### src/rtl/shim_fifo_pkg.sv
// Shared sizing for the sample packer and the BRAM FIFO it feeds.
package shim_fifo_pkg;
  localparam int DEF_SAMPLE_WIDTH     = 16;
  localparam int DEF_SAMPLES_PER_WORD = 2;

  // Lane index width, never narrower than one bit (SAMPLES_PER_WORD=1 still needs a counter).
  function automatic int lane_w(input int spw);
    return (spw <= 2) ? 1 : $clog2(spw);
  endfunction

  function automatic int data_w(input int sw, input int spw);
    return sw * spw;
  endfunction
endpackage

### src/rtl/sample_lane_assembler.sv
// Collects samples lane by lane and strobes a completed (zero-padded) word.
module sample_lane_assembler
  import shim_fifo_pkg::*;
#(
  parameter int SAMPLE_WIDTH     = DEF_SAMPLE_WIDTH,
  parameter int SAMPLES_PER_WORD = DEF_SAMPLES_PER_WORD,
  localparam int LW              = lane_w(SAMPLES_PER_WORD)
) (
  input  logic                                     clk,
  input  logic                                     reset,
  input  logic [SAMPLE_WIDTH-1:0]                  in_data,
  input  logic                                     in_valid,
  input  logic                                     flush,
  output logic [SAMPLE_WIDTH*SAMPLES_PER_WORD-1:0] word,
  output logic                                     done,
  output logic [LW-1:0]                            lane
);
  localparam logic [LW-1:0] LAST = LW'(SAMPLES_PER_WORD - 1);

  logic [SAMPLES_PER_WORD-1:0][SAMPLE_WIDTH-1:0] asm_q, nxt;

  // Lanes at or above the counter are always zero, so the merged word is already padded.
  for (genvar k = 0; k < SAMPLES_PER_WORD; k++) begin : g_lane
    assign nxt[k] = (in_valid && lane == LW'(k)) ? in_data : asm_q[k];
  end

  assign word = nxt;
  assign done = (in_valid && lane == LAST) || (flush && (lane != '0 || in_valid));

  always_ff @(posedge clk) begin
    if (reset) begin
      lane  <= '0;
      asm_q <= '0;
    end else if (done) begin
      lane  <= '0;
      asm_q <= '0;
    end else if (in_valid) begin
      lane  <= lane + LW'(1);
      asm_q <= nxt;
    end
  end
endmodule

### src/rtl/fifo_sample_packer.sv
// Packs a free-running sample stream into FIFO words with a one-word skid and drop accounting.
module fifo_sample_packer
  import shim_fifo_pkg::*;
#(
  parameter int SAMPLE_WIDTH     = DEF_SAMPLE_WIDTH,
  parameter int SAMPLES_PER_WORD = DEF_SAMPLES_PER_WORD,
  parameter int CNT_WIDTH        = 16
) (
  input  logic                                     clk,
  input  logic                                     reset,
  input  logic [SAMPLE_WIDTH-1:0]                  in_data,
  input  logic                                     in_valid,
  input  logic                                     flush,
  input  logic                                     clear_status,
  output logic [SAMPLE_WIDTH*SAMPLES_PER_WORD-1:0] fifo_wr_data,
  output logic                                     fifo_wr_en,
  input  logic                                     fifo_full,
  output logic                                     overflow,
  output logic [CNT_WIDTH-1:0]                     drop_count,
  output logic [CNT_WIDTH-1:0]                     word_count,
  output logic                                     busy
);
  localparam int DATA_WIDTH = data_w(SAMPLE_WIDTH, SAMPLES_PER_WORD);
  localparam int LW         = lane_w(SAMPLES_PER_WORD);

  logic [DATA_WIDTH-1:0] word, pend_word;
  logic                  done, pend_valid, drop;
  logic [LW-1:0]         lane;

  sample_lane_assembler #(
    .SAMPLE_WIDTH    (SAMPLE_WIDTH),
    .SAMPLES_PER_WORD(SAMPLES_PER_WORD)
  ) u_asm (
    .clk     (clk),
    .reset   (reset),
    .in_data (in_data),
    .in_valid(in_valid),
    .flush   (flush),
    .word    (word),
    .done    (done),
    .lane    (lane)
  );

  assign fifo_wr_en   = pend_valid & ~fifo_full;
  assign fifo_wr_data = pend_word;
  assign busy         = (lane != '0) | pend_valid;
  // A new word is dropped only when the held word cannot leave this cycle.
  assign drop         = done & pend_valid & ~fifo_wr_en;

  always_ff @(posedge clk) begin
    if (reset) begin
      pend_valid <= 1'b0;
      pend_word  <= '0;
      overflow   <= 1'b0;
      drop_count <= '0;
      word_count <= '0;
    end else begin
      if (done && !drop) begin
        pend_word  <= word;
        pend_valid <= 1'b1;
      end else if (fifo_wr_en) begin
        pend_valid <= 1'b0;
      end

      if (fifo_wr_en) word_count <= word_count + CNT_WIDTH'(1);

      if (clear_status) begin
        overflow   <= drop;
        drop_count <= drop ? CNT_WIDTH'(1) : '0;
      end else if (drop) begin
        overflow <= 1'b1;
        if (drop_count != '1) drop_count <= drop_count + CNT_WIDTH'(1);
      end
    end
  end
endmodule

### config.mk
export PLATFORM = sky130hd
export DESIGN_NAME = fifo_sample_packer
export DESIGN_NICKNAME = d
export VERILOG_FILES = /design/src/rtl/shim_fifo_pkg.sv /design/src/rtl/sample_lane_assembler.sv /design/src/rtl/fifo_sample_packer.sv
export SDC_FILE = /design/constraint.sdc
export NUM_CORES = 1
export LEC_CHECK = 0
export BUFFER_PORTS_ARGS = -buffer_cell sky130_fd_sc_hd__buf_4
export CAP_MARGIN = 10
export CORE_MARGIN = 3
export CORE_UTILIZATION = 53
export DETAILED_ROUTE_END_ITERATION = 10
export GPL_TIMING_DRIVEN = 0
export PLACE_DENSITY = 0.86
export SYNTH_ARGS = -nofsm -noshare
export SYNTH_HDL_FRONTEND = slang
export SYNTH_SLANG_ARGS = --single-unit
### constraint.sdc
create_clock -name clk -period 2.6 [get_ports clk]
set_input_delay 0.13 -clock clk [delete_from_list [all_inputs] [get_ports clk]]
set_output_delay 0.13 -clock clk [all_outputs]
set_load 0.005 [all_outputs]
# Yosys cells after proc, flatten, opt, wreduce, memory -nomap -nowiden
# Cells that the tools add are included.
# totals
reg_bits	99
latch_bits	0
mem_bits_rw	0
rom_bits	0
input_bits	22
output_inout_bits	67
wordCells	41
n_memories	0
# classes
n_addsub	3
multipliers	0
div	0
order_cmp	0
eq_ne	1
shifts	0
mux	10
bitwise_logic	7
n_reduce_logical	12
# op_table
cell	n
two-way mux 16 bit	5
adder 16 x 1 -> 16 bit, second input constant	2
!= test 16 bit, second input constant	1
nonzero test 2 bit	3
two-way mux 1 bit	5
logical AND 1 bit	4
AND 1 bit	3
NOT 1 bit	3
logical OR 1 bit	2
AND reduction 2 bit	1
OR reduction 2 bit	1
adder 1 bit, second input constant	1
zero test 1 bit	1
OR 1 bit	1

# Depth between registers and ports, before layout
# Gate-level depths: netlist (run 1).
# logic_depth
word_depth	8
ltp_mapped	7
depth_no_buf	5

# Hierarchy
# A second synthesis (run 1) with hierarchy kept.
# unflattened
hier_cells	497
area_unflattened_um2	4496.8
# modules_own_cells
mod	n_inst	cells_per_inst	area_per_inst_um2	seq_area_each_um2
fifo_sample_packer	1	349	2866.5	1321.3
sample_lane_assembler	1	148	1630.3	660.6

# Worst setup path before layout (run 1)
# Ideal clock, no wire load.
# synth_path
path_kind	flip-flop to flip-flop
startpoint	register drop_count[0]
endpoint	register drop_count[6]
setup_ps	138
arrival_ps	1723
required_ps	2462
slack_ps	739
path_stages_with_launch	7
path_buffers	1
period_less_slack_ps	1861
cell_sequence	dfxtp_1 -> ha_1 -> nand4_1 -> or4_1 -> buf_2 -> a41oi_1 -> a311oi_1
# synth_between
elab_chain_len	4
word_cells_on_any_way	7
classes_between	1 x add/sub; 1 x eq/ne; 3 x mux; 2 x reduce/logical
# synth_rtl
element	line	source
start: declaration	fifo_sample_packer.sv:19	output logic [CNT_WIDTH-1:0] drop_count,
start signal: assignment	fifo_sample_packer.sv:69	drop_count <= drop ? CNT_WIDTH'(1) : '0;
start signal: assignment	fifo_sample_packer.sv:72	if (drop_count != '1) drop_count <= drop_count + CNT_WIDTH'(1);
adder 16 x 1 -> 16 bit	fifo_sample_packer.sv:72	
two-way mux 16 bit	fifo_sample_packer.sv:72	
two-way mux 16 bit	fifo_sample_packer.sv:70	end else if (drop) begin
two-way mux 16 bit	fifo_sample_packer.sv:67	if (clear_status) begin
# Several ways; a longest one is shown, not always the timed one. The select of a mux whose other input is x is not followed.
# A chain may end at the register's enable or synchronous reset.

# Worst setup path after layout (run 1)
# layout_path
startpoint	register drop_count[0]
endpoint	register drop_count[5]
# The elaborated chain is that of the path after synthesis.

==> flow_summary.ini, run 1 <==
[cts]
ctsLongestPathBuffers = 2
cts_inserted_buffers = 9
cts-root-buf = sky130_fd_sc_hd__clkbuf_8
postCtsSetupBuffers = 0
tritoncts_num_sinks = 99
path_clk_slew_ps = 100
cts_resized = 0
cts_tree = done
cts_h_tree_depth = 3
worst_skew_pair_latency_ps = 370
hold_buffers = 1

[synthesis]
synth.area.mux_share = 0.0932
synth.yosys.warnings = 0
ys_async_sr_fraction = 0
ys_seq_area_frac = 0.494
yosys.cell_types.count = 48
synth-edff-count = 0
mappedNetlistArea_um2 = 4020
mean_cell_area_of_the_mapped_netlist_um2 = 9.34
synth_top_family_by_area = simple AND/OR/NAND/NOR gates
synth_compound_gate_area_share = 0.128
synth_seq_cells = 99
synth-main-ff-cell = sky130_fd_sc_hd__dfxtp_1
synthAdderAreaFrac = 0.00904
syn_inst_count = 430
synth_largest_area_cell = sky130_fd_sc_hd__dfxtp_1
yosys.area_share.simple = 0.215
fraction_of_synthesized_cell_area_taken_by_the_top_area_cell_type = 0.494
post_synth_xor_area_fraction = 0.0262
post_synth_main_area_contributors = sky130_fd_sc_hd__dfxtp_1, sky130_fd_sc_hd__mux2i_1, sky130_fd_sc_hd__nor2_1
synth_nets = 454

[sta]
finalHoldViolCount = 0
min_period_ps = 2150
clock.fmax_mhz = 466
totalNegativeSetupSlack_ps = 0
relSlewSlack = 0.540
worstMarginPinSlew_ps = 684
fin_skew_ps = 6.13
period_share = 0.825
grt_setup_unrepaired = false
timing.final.max_slew_violations = 0
report.final.setup_viol = 0
timing.hold.ws_ps = 27.0

[die]
floorplan.die_area_um2 = 8660
placeableCoreArea_um2 = 7290
die_y_um = 93.0
fp-row-count = 31
ports = 89
die_w_um = 93.0
floorplan.initialDensity = 0.551

[power_and_ir_drop]
total_leakage_power_uw = 0.00210
maximum_ir_drop_on_the_vdd_rail_mv = 0.420
power_density_nw_per_um2 = 581

[place]
post_dp_cell_area_um2 = 4790
finalWeightedCongestion = 0.898
portBuffers = 87
placed_cells_incl_taps = 616
place.detailed.hpwl_um = 7180

[setup_path]
crit_type = flip-flop to flip-flop
critical_path.startpoint_type = flip-flop
rrSetupSlack_ps = 450
reg2regPathDepth = 5
r2r_end = drop_count[5]
arrival_ps = 2430
cp-end-kind = flip-flop
required_ps = 2890
path_max_fanout = 9
worstReg2RegStart = drop_count[0]

[final_layout]
final_layout_size_suffix_gt1_frac = 0.227
summed_area_of_non_filler_cells_in_the_final_layout_um2 = 5000
final_cell_mix = sky130_fd_sc_hd__dfxtp_1, sky130_fd_sc_hd__nor2_1, sky130_fd_sc_hd__buf_4
layout.nets = 553
final_common_cell = sky130_fd_sc_hd__dfxtp_1
number_of_filler_cells_placed_in_the_layout = 600
num_antenna_cells = 0
synthToLayoutAreaGrowth_pct = 24.5
instances_no_fill = 633

[global_routing]
grtUsageTotal = 0.234
antenna_violations_before_repair = 0
grt_first_pass_wirelength_um = 16200
maximum_number_of_pins_on_one_net_before_global_route_repair = 20
grt_pass1_vias = 3382
global_route.overflow_total = 0

[routing]
route.detailed.drc = 0
drt_iter0_drc = 287
via_per_inst = 5.61
wl_um = 9920
drt.antenna.violating_nets = 0
vias = 3548
avgRoutedWirePerCell_um = 15.7
first_pass_iters = 5

[flow_run]
max_cap_violations = 0

[worst_hold_path]
type_of_the_most_critical_hold_path = input port to flip-flop
whs_endpoint = u_asm.asm_q[17]
hold_path.startpoint = in_data[1]
holdPathStages = 3

[status]
outcome = finished clean
## layer usage
layer | vias to the layer above | wire [µm] | global-route usage
li1 | 1744 | - | -
met1 | 1659 | 4500 | 0.310
met2 | 130 | 4660 | 0.381
met3 | 15 | 597 | 0.0475
met4 | 0 | 154 | 0.0794
met5 | - | 0 | 0
## how the worst max path moves through the flow
stage	slack [ps]	start	end	depth (start not counted)
floorplan	740	drop_count[0]	drop_count[6]	6
global placement	580	drop_count[0]	drop_count[6]	6
detailed placement	520	drop_count[0]	drop_count[3]	5
CTS	510	drop_count[0]	drop_count[6]	6
global route	300	drop_count[0]	drop_count[5]	5
finish	450	drop_count[0]	drop_count[5]	5
## kinds of logic after synthesis
kind of cell    count (synthesis)
simple gates                  173
xor+xnor                       12
flops                          99
fa+ha+maj                       3
buf+inv                        34
compound gates                 72
mux                            37
## cell type report
class	count	area, µm²	area share
well taps	99	124	0.0248
repair buffers	88	663	0.133
flip-flops and latches	99	1980	0.396
clock buffers	9	124	0.0248
inverters	5	18.8	0.00375
clock inverters	7	73.8	0.0148
multi-input cells	297	1900	0.379
plain buffers	29	119	0.0238
## sequential cells by signal (all words and copies together), names as in the netlist
register and cells:
drop_count 16, fifo_wr_data 32, overflow 1, pend_valid 1
u_asm.asm_q 32, u_asm.lane 1, word_count 16
## where the power goes
part / internal, µW / switching [µW] / leakage, µW
sequential: 1580 / 33.3 / 0.000806
combinational: 150 / 178 / 0.00120
clock: 374 / 591 / 0.0000972
total: 2100 / 803 / 0.00210
## stage by stage
| step | total power, µW | worst slack (ps) | util |
|---|---|---|---|
| final | 2900 | 454 | 0.686 |
| after global routing | 3020 | 299 | 0.686 |
| after CTS | 2910 | 506 | 0.686 |
| after detailed placement | 1970 | 519 | 0.657 |
| after global placement | 1960 | 584 | 0.657 |
| after floorplan | 1820 | 739 | - |
## synth_stat cells (3+ instances only)
| master | instances |
|---|---|
| sky130_fd_sc_hd__a211oi_1 | 34 |
| sky130_fd_sc_hd__a21oi_1 | 8 |
| sky130_fd_sc_hd__a311oi_1 | 4 |
| sky130_fd_sc_hd__a31oi_1 | 6 |
| sky130_fd_sc_hd__and2_1 | 4 |
| sky130_fd_sc_hd__and3_1 | 5 |
| sky130_fd_sc_hd__buf_1 | 5 |
| sky130_fd_sc_hd__buf_2 | 8 |
| sky130_fd_sc_hd__clkbuf_1 | 16 |
| sky130_fd_sc_hd__dfxtp_1 | 99 |
| sky130_fd_sc_hd__inv_1 | 5 |
| sky130_fd_sc_hd__mux2_2 | 3 |
| sky130_fd_sc_hd__mux2i_1 | 34 |
| sky130_fd_sc_hd__nand2_1 | 16 |
| sky130_fd_sc_hd__nand3_1 | 10 |
| sky130_fd_sc_hd__nand3b_1 | 3 |
| sky130_fd_sc_hd__nand4_1 | 16 |
| sky130_fd_sc_hd__nor2_1 | 87 |
| sky130_fd_sc_hd__nor2b_1 | 6 |
| sky130_fd_sc_hd__nor3_1 | 4 |
| sky130_fd_sc_hd__nor4_1 | 4 |
| sky130_fd_sc_hd__o21ai_0 | 7 |
| sky130_fd_sc_hd__or3_1 | 4 |
| sky130_fd_sc_hd__xnor2_1 | 5 |
| sky130_fd_sc_hd__xor2_1 | 7 |
## critical path: stages, from the launching register on
cell	delay (ps)
sky130_fd_sc_hd__dfxtp_1	480
sky130_fd_sc_hd__ha_1	270
sky130_fd_sc_hd__nand4_1	210
sky130_fd_sc_hd__nor4_4	590
sky130_fd_sc_hd__nor2_1	220
sky130_fd_sc_hd__a311oi_1	290
Power figures use the tool's default switching activity.
==> inputs of run 2 (changes only) <==
- CORE_UTILIZATION: 53 -> 48
- PLACE_DENSITY: 0.86 -> 0.83
- clock period: 2.6 -> 1.8 ns (I/O delays scaled with it)
==> run 2 against run 1 <==
Effect of this change: design area increased by 3.4%; maximum frequency rose by 23%; via count up 3.2%; sequential power grew 44%; non-clock buffer count rose by 6; critical path type unchanged; largest cell class unchanged; largest power group unchanged.
==> flow_summary.ini, run 2 (synthesis results as in run 1) <==
[sta]
timing.hold.ws_ps = 0.502
clock.fmax_mhz = 573
min_period_ps = 1750
finalHoldViolCount = 0
timing.final.max_slew_violations = 0
fin_skew_ps = 8.95
timing.final.ws_setup_ps = 54.6
report.final.setup_viol = 0
period_share = 0.970
worstMarginPinSlew_ps = 614
relSlewSlack = 0.591

[die]
floorplan.initialDensity = 0.506
fp-row-count = 32
die_y_um = 97.5
floorplan.die_area_um2 = 9500
placeableCoreArea_um2 = 7930
die_w_um = 97.5
ports = 89

[cts]
ctsLongestPathBuffers = 2
cts-root-buf = sky130_fd_sc_hd__clkbuf_8
path_clk_slew_ps = 100
cts_tree = done
tritoncts_num_sinks = 99
cts_inserted_buffers = 9
cts_h_tree_depth = 3
worst_skew_pair_latency_ps = 360

[final_layout]
instances_no_fill = 642
final_cell_mix = sky130_fd_sc_hd__buf_4, sky130_fd_sc_hd__nor2_1, sky130_fd_sc_hd__dfxtp_1
layout.nets = 559
num_antenna_cells = 0
synthToLayoutAreaGrowth_pct = 28.7
final_common_cell = sky130_fd_sc_hd__buf_4
final_layout_size_suffix_gt1_frac = 0.278

[place]
place_ws_ps = -251
portBuffers = 87
place.detailed.hpwl_um = 7450
finalWeightedCongestion = 0.886
placed_cells_incl_taps = 619

[setup_path]
cp-end-kind = flip-flop
critical_path.startpoint_type = flip-flop
crit_type = flip-flop to flip-flop
path_max_fanout = 8
arrival_ps = 2010
required_ps = 2070

[global_routing]
grt_first_pass_wirelength_um = 16800
global_route.overflow_total = 0
grtUsageTotal = 0.213
grt_pass1_vias = 3517
antenna_violations_before_repair = 0
maximum_number_of_pins_on_one_net_before_global_route_repair = 20

[power_and_ir_drop]
seq_power_share = 0.552
p_comb_frac = 0.117
p_int_uw = 3040
total_leakage_power_uw = 0.00219
maximum_ir_drop_on_the_vdd_rail_mv = 0.649
power_density_nw_per_um2 = 814
power.switching_uw = 1170
clock_power_frac = 0.331
power.switching_fraction = 0.277
finalPower_uw = 4210

[routing]
drt.antenna.violating_nets = 0
vias = 3661
first_pass_iters = 5
drt_iter0_drc = 240
wl_um = 10500
route.detailed.drc = 0
via_per_inst = 5.70
avgRoutedWirePerCell_um = 16.4

[worst_hold_path]
type_of_the_most_critical_hold_path = input port to flip-flop

[status]
outcome = finished clean

[flow_run]
max_cap_violations = 0
-- run 2: cell types whose count changed in the layout (fill, tap and decap cells not counted), moves of 2 or more --
cell and change:
sky130_fd_sc_hd__buf_1 -3, sky130_fd_sc_hd__dlygate4sd3_1 +4, sky130_fd_sc_hd__buf_2 -2, sky130_fd_sc_hd__dfxtp_4 +3, sky130_fd_sc_hd__buf_4 +8, sky130_fd_sc_hd__dfxtp_1 -13
sky130_fd_sc_hd__dfxtp_2 +10, sky130_fd_sc_hd__clkbuf_1 -5, sky130_fd_sc_hd__clkbuf_2 +2
-- run 2: worst max-delay path, stage by stage, from the launching register on --
cell and delay (ps):
sky130_fd_sc_hd__dfxtp_2 430, sky130_fd_sc_hd__nand4_1 180, sky130_fd_sc_hd__buf_4 200, sky130_fd_sc_hd__nor4_4 300, sky130_fd_sc_hd__buf_4 220, sky130_fd_sc_hd__a211oi_1 50
sky130_fd_sc_hd__o32ai_1 280
-- run 2: repair_timing --
action / in CTS / in global routing
resized for setup: 14 / 20
buffers inserted: 4 / 2
pin swaps: 3 / 5
endpoints found under the setup margin: 36 / 35
endpoints found under the hold margin: 4 / 1
hold buffers: 4 / 1
-- run 2: metal layers --
metal | track usage | vias to the layer above | wire [µm]
li1 | - | 1762 | -
met1 | 0.277 | 1740 | 4680
met2 | 0.355 | 140 | 5050
met3 | 0.0402 | 19 | 631
met4 | 0.0735 | 0 | 182
met5 | 0 | - | 0
-- run 2: worst paths after layout --
check / startpoint / endpoint / slack (ps) / cells past startpoint
setup / recovery: drop_count[10] / drop_count[13] / 50 / 6
hold / removal: in_data[15] / u_asm.asm_q[31] / 0.5 / 3
setup reg to reg: drop_count[10] / drop_count[13] / 50 / 6
hold reg to reg: overflow / overflow / 470 / 2
-- run 2: area by class of cell --
class	count	area, µm²
Clock buffer	9	124
Sequential cell	99	2010
Multi-Input combinational cell	297	1950
Clock inverter	7	72.6
Buffer	25	123
Tap cell	102	128
Inverter	5	18.8
Timing Repair Buffer	98	748
Fill cell	663	2760
-- run 2: per-stage QoR --
| stage | area, µm² | TNS, ps | util |
|---|---|---|---|
| floorplan | 4020 | 0 | - |
| global placement | 4800 | -536 | 0.606 |
| detailed placement | 4800 | -1230 | 0.606 |
| CTS | 5120 | 0 | 0.646 |
| global route | 5170 | -6.82 | 0.652 |
| finish | 5170 | 0 | 0.652 |
-- run 2: power by group through the flow --
| stage | clock (µW) | sequential, µW | combinational (µW) |
|---|---|---|---|
| detailed placement | 0 | 2380 | 472 |
| finish | 1390 | 2320 | 493 |
| global route | 1500 | 2340 | 539 |
| floorplan | 0 | 2370 | 250 |
| global placement | 0 | 2370 | 460 |
| CTS | 1410 | 2320 | 488 |
==> inputs of run 3 (changes only) <==
==> constraint.sdc (replaced) <==
create_clock -name clk -period 1.5 [get_ports clk]
set_input_delay 0.15 -clock clk [delete_from_list [all_inputs] [get_ports clk]]
set_output_delay 0.15 -clock clk [all_outputs]
set_load 0.005 [all_outputs]
==> run 3 against run 2 <==
Effect of this change: the flow now finishes with violations (setup timing); maximum frequency is 2.2% higher; via count up 12%; wire length increased by 25%; non-clock buffer count up 28; critical path type unchanged; highest routed layer unchanged.
==> flow_summary.ini, run 3 (synthesis results as in run 1) <==
[status]
outcome = finished with violations
violations = setup timing

[place]
portBuffers = 87
place_ws_ps = -371
placed_cells_incl_taps = 619
place.detailed.hpwl_um = 7690
finalWeightedCongestion = 0.868

[setup_path]
r2r_end = drop_count[12]
cp_cell_sequence = nand4_1, buf_4, nor4_4, buf_6, buf_4, o31ai_4, a21oi_2
worst-path-buf-inv = 3
slowest_stage = sky130_fd_sc_hd__dfxtp_4
path_max_fanout = 7
crit_type = flip-flop to flip-flop
rrSetupSlack_ps = -210
cp-end-kind = flip-flop
critPathMaxStageDelay_ps = 360
worstReg2RegStart = drop_count[10]
critical_path.startpoint_type = flip-flop
arrival_ps = 1990
worst_path_most_repeated_cell = sky130_fd_sc_hd__buf_4
required_ps = 1790
path_delay_family = simple AND/OR/NAND/NOR gates
reg2regPathDepth = 7

[cts]
cts_tree = done
cts-root-buf = sky130_fd_sc_hd__clkbuf_8
cts_h_tree_depth = 3
cts_inserted_buffers = 9
path_clk_slew_ps = 110
worst_skew_pair_latency_ps = 370
tritoncts_num_sinks = 99
ctsLongestPathBuffers = 2

[final_layout]
final_layout_size_suffix_gt1_frac = 0.504
synthToLayoutAreaGrowth_pct = 52.1
number_of_filler_cells_placed_in_the_layout = 479
num_antenna_cells = 0
instances_no_fill = 671
final_cell_mix = sky130_fd_sc_hd__buf_4, sky130_fd_sc_hd__dfxtp_1, sky130_fd_sc_hd__nor2_1
final_common_cell = sky130_fd_sc_hd__buf_4
layout.nets = 588

[sta]
timing.hold.ws_ps = 64.4
period_share = 1.14
min_period_ps = 1710
grt_setup_unrepaired = true
clock.fmax_mhz = 586
timing.final.ws_setup_ps = -207
timing.final.max_slew_violations = 0
worstMarginPinSlew_ps = 828
fin_skew_ps = 7.63
finalHoldViolCount = 0
relSlewSlack = 0.448
report.final.setup_viol = 42

[power_and_ir_drop]
power.switching_uw = 1560
p_comb_frac = 0.158
p_int_uw = 3980
maximum_ir_drop_on_the_vdd_rail_mv = 0.564
seq_power_share = 0.503
total_leakage_power_uw = 0.00253
power_density_nw_per_um2 = 909
clock_power_frac = 0.339
power.switching_fraction = 0.282

[worst_hold_path]
holdPathStages = 3
whs_endpoint = u_asm.asm_q[18]
type_of_the_most_critical_hold_path = input port to flip-flop
hold_path.startpoint = in_data[2]

[die]
floorplan.die_area_um2 = 9500
floorplan.initialDensity = 0.506
die_y_um = 97.5
placeableCoreArea_um2 = 7930
ports = 89
die_w_um = 97.5
fp-row-count = 32

[routing]
vias = 4084
first_pass_iters = 5
drt.antenna.violating_nets = 0
avgRoutedWirePerCell_um = 19.7
route.detailed.drc = 0
drt_iter0_drc = 287
via_per_inst = 6.09
wl_um = 13200

[global_routing]
antenna_violations_before_repair = 0
maximum_number_of_pins_on_one_net_before_global_route_repair = 19
grt_first_pass_wirelength_um = 18500
global_route.overflow_total = 0
grtUsageTotal = 0.235
grt_pass1_vias = 3788

[flow_run]
max_cap_violations = 0
-- run 3: through the flow --
stage | TNS, ps | total power, µW | instance area (µm²) | utilization
detailed placement | -16470 | 3410 | 4880 | 0.616
CTS | -755 | 5310 | 5540 | 0.699
finish | -2050 | 5550 | 6110 | 0.770
floorplan | -588 | 3140 | 4100 | -
global route | -5100 | 5730 | 6110 | 0.770
global placement | -14360 | 3390 | 4880 | 0.616
-- run 3: routing by layer --
metal,track usage,vias up,routed length (µm)
met2,0.406,208,6690
li1,-,1827,-
met1,0.295,2011,5340
met5,0,-,0
met4,0.0852,0,293
met3,0.0395,38,914
-- run 3: power groups by stage --
stage / registers [µW] / logic, µW / clock network, µW
floorplan: 2840 / 300 / 0
global placement: 2840 / 552 / 0
detailed placement: 2850 / 568 / 0
CTS: 2770 / 666 / 1870
global route: 2800 / 925 / 2000
finish: 2790 / 877 / 1880
-- run 3: how the worst max path moves through the flow --
stage | from | end | slack (ps) | depth (start not counted)
2_1_floorplan | drop_count[0] | drop_count[0] | -100 | 6
5_1_grt | drop_count[10] | drop_count[12] | -280 | 7
3_3_place_gp | u_asm.lane | drop_count[5] | -400 | 4
3_5_place_dp | u_asm.lane | drop_count[6] | -370 | 4
6_report | drop_count[10] | drop_count[12] | -210 | 7
4_1_cts | drop_count[1] | drop_count[5] | -110 | 5
-- run 3: worst min-delay path, delay by kind of cell --
kind	cells	cell delay [ps]
buffers and inverters	1	90
AND/OR/NAND/NOR	1	90
multiplexers	1	70
-- run 3: what timing repair did --
item / CTS / global route
buffers inserted: 26 / 9
setup endpoints to repair: 82 / 76
pin swaps: 10 / 31
gates cloned: 1 / 4
hold endpoints to repair: 1 / 0
resized for setup: 83 / 103
hold buffers: 1 / 0
-- run 3: area by class of cell --
class	instances	area, µm²	area share
multi-input combinational	298	2420	0.396
sequential	99	2060	0.337
timing repair buffer	127	1040	0.170
buffer	24	223	0.0365
clock buffer	10	138	0.0225
tap	102	128	0.0209
clock inverter	6	82.6	0.0135
inverter	5	18.8	0.00307
